### config.mk
export PLATFORM = sky130hd
export DESIGN_NAME = if_fetch_ctrl
export DESIGN_NICKNAME = d
export VERILOG_FILES = /design/src/rtl/if_fetch_ctrl.sv
export SDC_FILE = /design/constraint.sdc
export NUM_CORES = 1
export LEC_CHECK = 0
export ABC_AREA = 1
export CORE_MARGIN = 3
export CORE_UTILIZATION = 47
export CTS_BUF_LIST = sky130_fd_sc_hd__clkbuf_2
export DETAILED_ROUTE_END_ITERATION = 10
export PLACE_DENSITY = 0.84
export SYNTH_ARGS = -nofsm -noshare
export SYNTH_HDL_FRONTEND = slang
export SYNTH_SLANG_ARGS = --single-unit
### constraint.sdc
create_clock -name clk -period 3.6 [get_ports clk]
set_input_delay 0.36 -clock clk [delete_from_list [all_inputs] [get_ports clk]]
set_output_delay 0.36 -clock clk [all_outputs]
set_load 0.02 [all_outputs]
### src/rtl/if_fetch_ctrl.sv
// Instruction-fetch sequencer: owns the fetch PC, reads one word per cycle from a
// combinational instruction memory and queues {pc, word} pairs for decode.
module if_fetch_ctrl #(
   parameter logic [31:0] RESET_PC = 32'h0000_0000,
   parameter int          DEPTH    = 2
) (
   input  logic                       clk,
   input  logic                       rst_n,
   input  logic                       fetch_en,
   output logic [31:0]                imem_addr,
   input  logic [31:0]                imem_data,
   input  logic                       redirect_valid,
   input  logic [31:0]                redirect_pc,
   output logic                       inst_valid,
   input  logic                       inst_ready,
   output logic [31:0]                inst_data,
   output logic [31:0]                inst_pc,
   output logic [$clog2(DEPTH+1)-1:0] count
);

   localparam int PW = (DEPTH > 1) ? $clog2(DEPTH) : 1;
   localparam int CW = $clog2(DEPTH+1);
   localparam logic [PW-1:0] LAST_PTR = PW'(DEPTH-1);
   localparam logic [CW-1:0] DEPTH_C  = CW'(DEPTH);

   logic [31:0]   fetch_pc;
   logic [31:0]   fifo_pc   [DEPTH];
   logic [31:0]   fifo_data [DEPTH];
   logic [PW-1:0] rd_ptr;
   logic [PW-1:0] wr_ptr;
   logic          pop;
   logic          push;

   function automatic logic [PW-1:0] ptr_inc(input logic [PW-1:0] p);
      if (p == LAST_PTR) return '0;
      return p + PW'(1);
   endfunction

   assign pop  = inst_valid & inst_ready;
   // A full FIFO can still accept a word when the head leaves in the same cycle.
   assign push = fetch_en & ~redirect_valid & ((count < DEPTH_C) | pop);

   assign imem_addr  = fetch_pc;
   assign inst_valid = (count != '0);
   assign inst_data  = inst_valid ? fifo_data[rd_ptr] : 32'h0;
   assign inst_pc    = inst_valid ? fifo_pc[rd_ptr]   : 32'h0;

   always_ff @(posedge clk or negedge rst_n) begin
      if (!rst_n) begin
         fetch_pc <= RESET_PC;
         rd_ptr   <= '0;
         wr_ptr   <= '0;
         count    <= '0;
      end else if (redirect_valid) begin
         // Flush wins over any concurrent pop; the pop still completes for decode.
         fetch_pc <= redirect_pc & 32'hFFFF_FFFC;
         rd_ptr   <= '0;
         wr_ptr   <= '0;
         count    <= '0;
      end else begin
         if (push) begin
            fetch_pc <= fetch_pc + 32'd4;
            wr_ptr   <= ptr_inc(wr_ptr);
         end
         if (pop) rd_ptr <= ptr_inc(rd_ptr);
         case ({push, pop})
            2'b10:   count <= count + CW'(1);
            2'b01:   count <= count - CW'(1);
            default: count <= count;
         endcase
      end
   end

   always_ff @(posedge clk) begin
      if (push) begin
         fifo_pc[wr_ptr]   <= fetch_pc;
         fifo_data[wr_ptr] <= imem_data;
      end
   end

endmodule

==> results of run 1 <==
critical path, cell delays in order (launching register included):
cell             delay (ns)
dfrtp_1                0.52
nor2_4                 0.59
buf_4                  0.39
a21oi_1                0.09
clkdlybuf4s50_1        0.56
registers in the layout, summed over array words and instances (netlist names):
name,flops
fifo_data,64
fifo_pc,60
imem_addr,30
count,2
rd_ptr,1
wr_ptr,1
path summary, 6_finish.rpt:
| path | slack [ns] | from | to |
|---|---|---|---|
| setup / recovery | 0.39 | count[1] | inst_pc[28] |
| hold / removal | 0.08 | rst_n | imem_addr[2] |
| setup reg to reg | 1.60 | count[1] | fifo_data[1][15] |
| hold reg to reg | 0.60 | imem_addr[31] | fifo_pc[1][31] |
| max in group asynchronous | 2.81 | rst_n | rd_ptr |
| min in group clk | 0.16 | redirect_pc[9] | imem_addr[9] |
metal layers:
metal / up-vias / share of wire (%)
li1: 2755 / -
met1: 2586 / 42
met2: 194 / 49
met3: 25 / 7.1
met4: 0 / 2.0
met5: - / 0
cells in the final DEF, fill, tap and decap left out, drive strengths merged, types with 2 or more instances in the layout:
cell and n:
a21oi 66, a22oi 2, buf 12, bufinv 3, clkbuf 20, clkdlybuf4s50 161, clkinv 8, clkinvlp 2
conb 4, dfrtp 34, edfxtp 124, inv 44, nand2 300, nand3 25, nor2 58, nor3 2
nor3b 2, o211ai 5, o21ai 20, o21bai 6, xnor2 2, xor2 6
cell families (layout without fill, tap and decap cells):
family / after synthesis / count (layout) / share of synthesized area (%)
XOR/XNOR: 8 / 8 / 0.979
buffers and inverters: 76 / 250 / 4.84
AO/OA/AOI/OAI: 101 / 101 / 8.18
other: 1 / 4 / 0.0524
adder cells (fa/ha/maj): 1 / 1 / 0.175
flip-flops: 158 / 158 / 63.9
AND/OR/NAND/NOR: 388 / 388 / 21.9
report_power, final:
| group | total, mW | internal, mW | leakage (nW) | switching (mW) |
|---|---|---|---|---|
| Sequential | 2.31 | 2.16 | 1.55 | 0.153 |
| Clock | 0.983 | 0.389 | 0.149 | 0.594 |
| Combinational | 2.18 | 0.900 | 1.84 | 1.28 |
| Total | 5.47 | 3.45 | 3.53 | 2.02 |
metrics by stage:
stage	instance area [um2]	utilization, %
floorplan	7180	-
global placement	8980	61.1
detailed placement	8980	61.1
CTS	9220	62.7
global route	9220	62.7
finish	9220	62.7
area by class of cell:
cell class,count,area [um2],area share (%)
flip-flops and latches,158,4580,49.6
well taps,184,230,2.50
repair buffers,173,1730,18.7
clock inverters,12,145,1.57
clock buffers,20,100,1.09
multi-input cells,502,2260,24.6
inverters,45,179,1.94
==> summary.txt, run 1 <==
Run status
  – Status: finished clean

Placed design
  – IO buf count: 161
  – Placer Congestion: 0.892
  – Dpl cells: 1062
  – Dpl hpwl: 11900 um
  – Post-Place Setup Slack: roughly 1.1 ns

Clocking
  – CTS tree: built
  – Clock buffer depth: 2
  – Clock buffer count from CTS: 17
  – Clock latency on the worst-skew pair: roughly 0.72 ns
  – Post-CTS sizing: 0
  – Post-CTS Hold Buffers: 0
  – Root Driver: clkbuf_2
  – CTS sink cnt: about 160
  – H-tree lvl count: 4
  – Clock transition at path regs: about 0.23 ns
  – Post CTS Setup Buffer Count: 0

Synth
  – #FFs+latches synth: between 150 and 200
  – Top_reg_cell synth: edfxtp_1
  – Distinct cells, synth: 36
  – List of most frequent post-synthesis cells: 294 x nand2_1, 124 x edfxtp_1, 65 x a21oi_1, 52 x nor2_1, 42 x inv_1
  – Post-synthesis async set-or-reset flop share: 21.5%
  – Count leader, synth: nand2_1
  – Number of flops mapped to enable cells by yosys: between 100 and 150
  – Total number of yosys warnings: 0
  – Top-area cell type share of the netlist area: 52.0%
  – Synth Cell Area: 7160 um2
  – Mapped Avg Cell Area: ~9.8 um2
  – Sequential fraction of the synthesis area: between 60% and 70%
  – Largest area contributor in the netlist: edfxtp_1
  – Largest cells by area after synthesis: edfxtp_1 52%, nand2_1 15%, dfrtp_1 12%
  – Synth Instances: about 730

Routing
  – Vias per Instance: between 5 and 6
  – Via count: ~5600
  – Drt pass-1 iters: 5
  – Initial DRC Count: about 370
  – Final wirelength: around 17000 um
  – Routed wire per std cell: between 15 and 20 um
  – DRC violations left: 0
  – Antenna Nets Post-Route: 0

STA
  – Measured slew at the worst slew-check pin: about 0.85 ns
  – Final Max Tran Viols: 0
  – Period utilization: 89.2%
  – Sum Neg Setup Slack: 0 ns
  – Rel. slew slack: 43.2%
  – Final setup fails: 0
  – Final hold violations: 0
  – Setup Skew: a little under 0.04 ns
  – RSZ-0062 raised after global routing: no
  – Hold_ws: roughly 0.083 ns
  – Worst setup margin: ~0.39 ns
  – Minimum clock period: between 3 and 4 ns
  – Fmax: a little over 300 MHz

Global route
  – Initial antenna violation count: 0
  – Gr ovfl total: 0
  – Total track usage: 20.7%
  – Vias in the first global route: 5196
  – Gr busiest metal: met2
  – M2 GR Usage: about a third
  – Met1 Use GR: 26.4%
  – Pin count of the biggest net entering global routing: 65
  – First-pass GRT wire length: between 20000 and 30000 um
  – Met3 Use GR: a little under 5%

Final layout
  – Share of layout cells above drive strength 1: under 10%
  – Area grow syn2layout: 28.8%
  – Final #Nets: slightly below 1000
  – Number of fill cells: approximately 1200
  – Fin cells: around 1100
  – Ant. Diodes: 0

Power
  – Power Density: 593 nW/um2
  – Leakage: around 3.5 nW
  – Max VDD drop: roughly 0.28 mV
  – Total power: about 5.5 mW

Floorplanning
  – Initial core utilization: between 40% and 50%
  – Die width: approximately 130 um
  – Core Region: between 10000 and 15000 um2
  – Num ports: between 150 and 200
  – DIE AREA: 16700 um2
  – Rows: 44
  – Die height: between 100 and 150 um

Critical path
  – CP Data Arrival Time: between 2 and 3 ns
  – R2R depth: 4
  – Crit-path max FO: 25
  – CP Capture Type: primary output
  – Critical Path Start Type: register
  – Critical path data required time: ~3.2 ns
  – Crit path kind: register to primary output

Flow run
  – Maxcap violations: 0

Min path
  – HP Class: input pin to asynchronous set/reset pin
No activity file was read; power rests on OpenSTA's default activity.
==> run 2, diff against run 1 <==
--- a/config.mk
+++ b/config.mk
@@ -10,6 +10,7 @@
 export CORE_UTILIZATION = 47
 export CTS_BUF_LIST = sky130_fd_sc_hd__clkbuf_2
 export DETAILED_ROUTE_END_ITERATION = 10
+export HOLD_SLACK_MARGIN = 0.12
 export PLACE_DENSITY = 0.84
 export SYNTH_ARGS = -nofsm -noshare
 export SYNTH_HDL_FRONTEND = slang
==> run 2 against run 1 <==
Effect of this change:
- via count grew 1.2%
- maximum frequency grew 0.70%
- clock power is essentially flat
- critical path depth is the same
- sequential share of layout area shrank 0.27 points
- die area is the same
- design area grew 0.54%
- clock-buffer cell count is the same
- hold slack gained 0.12 ns
==> summary.txt, run 2 (same netlist as run 1, synthesis figures left out) <==
Routing
  – Antenna Nets Post-Route: 0
  – Routed wire per std cell: roughly 16 um
  – Final wirelength: 17200 um
  – DRC violations left: 0
  – Drt pass-1 iters: 5
  – Via count: approximately 5600
  – Vias per Instance: between 5 and 6
  – Initial DRC Count: 366

Final layout
  – Share of layout cells above drive strength 1: approximately 7.8%
  – Largest reg by FF count: fifo_data
  – Max FFs per register: 64
  – Area grow syn2layout: 29.5%
  – Final #Nets: 972
  – Highest-count cells in the layout ignoring fill and taps: 294 x nand2_1, 161 x clkdlybuf4s50_1, 124 x edfxtp_1
  – Commonest non-fill, non-tap cell in the layout: nand2_1
  – Ant. Diodes: 0

Global route
  – Met1 Use GR: a little over a quarter
  – First-pass GRT wire length: between 20000 and 30000 um
  – Gr ovfl total: 0
  – Met3 Use GR: under 10%
  – Initial antenna violation count: 0
  – Vias in the first global route: between 5000 and 6000
  – M2 GR Usage: about a third
  – Total track usage: about a fifth
  – Gr busiest metal: met2
  – Pin count of the biggest net entering global routing: 65

Power
  – Max VDD drop: around 0.28 mV
  – Power Density: 590 nW/um2
  – Leakage: 3.55 nW

Placed design
  – IO buf count: roughly 160
  – Dpl hpwl: 11900 um
  – Placer Congestion: ~0.9

Critical path
  – Crit path kind: register to primary output
  – Crit-path max FO: 25
  – CP top delay family: buffers and inverters
  – Worst path max stage delay: between 0.5 and 0.6 ns
  – Crit path max-delay cell type: nor2_4
  – CP Data Arrival Time: approximately 2.8 ns
  – Critical path data required time: around 3.2 ns
  – CP Capture Type: primary output
  – CP cell instances: nor2_4 > buf_4 > a21oi_1 > clkdlybuf4s50_1
  – WP buf/inv: 2
  – Critical Path Start Type: register

Floorplanning
  – Die width: about 130 um
  – Initial core utilization: approximately half
  – DIE AREA: ~17000 um2
  – Num ports: around 170
  – Rows: 44
  – Core Region: 14700 um2
  – Die height: 129 um

STA
  – Rel. slew slack: between 40% and 50%
  – Final setup fails: 0
  – Fmax: between 300 and 400 MHz
  – RSZ-0062 raised after global routing: no
  – Measured slew at the worst slew-check pin: 0.853 ns
  – Period utilization: 88.6%
  – Hold_ws: roughly 0.2 ns
  – Final Max Tran Viols: 0
  – Sum Neg Setup Slack: 0 ns
  – Minimum clock period: 3.19 ns
  – Final hold violations: 0
  – Setup Skew: roughly 0.042 ns

Clocking
  – Clock buffer depth: 2
  – H-tree lvl count: 4
  – CTS tree: built
  – CTS sink cnt: 158
  – Clock latency on the worst-skew pair: around 0.71 ns
  – Root Driver: clkbuf_2
  – Clock buffer count from CTS: 17
  – Clock transition at path regs: between 0.2 and 0.25 ns
  – Post-CTS sizing: 0

Min path
  – HP Class: input pin to register

Run status
  – Status: finished clean

Flow run
  – Maxcap violations: 0
==> run 2: cell types whose count changed in the layout (fill, tap and decap cells not counted) <==
| cell | previous run | this run |
|---|---|---|
| dlygate4sd3_1 | 0 | 5 |
==> run 2: metal layers <==
metal,vias up,routed length (um)
li1,2769,-
met1,2629,7250
met2,200,8410
met3,26,1190
met4,0,342
met5,-,0
==> run 2: power by group <==
group | internal, mW | switching, mW
clock network | 0.389 | 0.591
registers | 2.16 | 0.154
logic | 0.904 | 1.28
total | 3.45 | 2.02
==> run 2: metrics by stage <==
| stage | setup WS, ns | area [um2] | total power, mW | std cells | utilization [%] |
|---|---|---|---|---|---|
| CTS | 0.318 | 9240 | 5.51 | 1096 | 62.9 |
| floorplan | 0.702 | 7180 | 3.49 | 736 | - |
| global route | 0.162 | 9270 | 5.77 | 1099 | 63.1 |
| global placement | 1.14 | 8980 | 4.50 | 1062 | 61.1 |
| finish | 0.409 | 9270 | 5.47 | 1099 | 63.1 |
| detailed placement | 1.11 | 8980 | 4.54 | 1062 | 61.1 |
==> run 2: worst paths after layout <==
kind	slack, ns	end	start	cells past startpoint
setup / recovery	0.41	inst_pc[17]	count[1]	4
hold / removal	0.20	imem_addr[2]	redirect_pc[2]	3
setup reg to reg	1.58	fifo_data[1][15]	count[1]	4
hold reg to reg	0.59	fifo_pc[1][31]	imem_addr[31]	0
max in group asynchronous	2.25	rd_ptr	rst_n	3
min in group asynchronous	0.63	imem_addr[2]	rst_n	2
==> run 2: what timing repair did <==
item	in CTS	in global routing
hold buffers	2	3
endpoints found under the hold margin	17	4
buffers inserted	0	0
==> run 2: worst min-delay path, delay by kind of cell <==
| family | cells | cell delay [ns] |
|---|---|---|
| buffers and inverters | 1 | 0.39 |
| AOI/OAI and AO/OA | 1 | 0.08 |
| and+or+nand+nor | 1 | 0.06 |
==> run 2: layout make-up <==
type / instances / area [um2]
timing repair buffer: 178 / 1780
multi-input combinational: 502 / 2260
inverter: 45 / 179
tap: 184 / 230
fill: 1222 / 5430
clock inverter: 12 / 145
sequential: 158 / 4580
clock buffer: 20 / 100
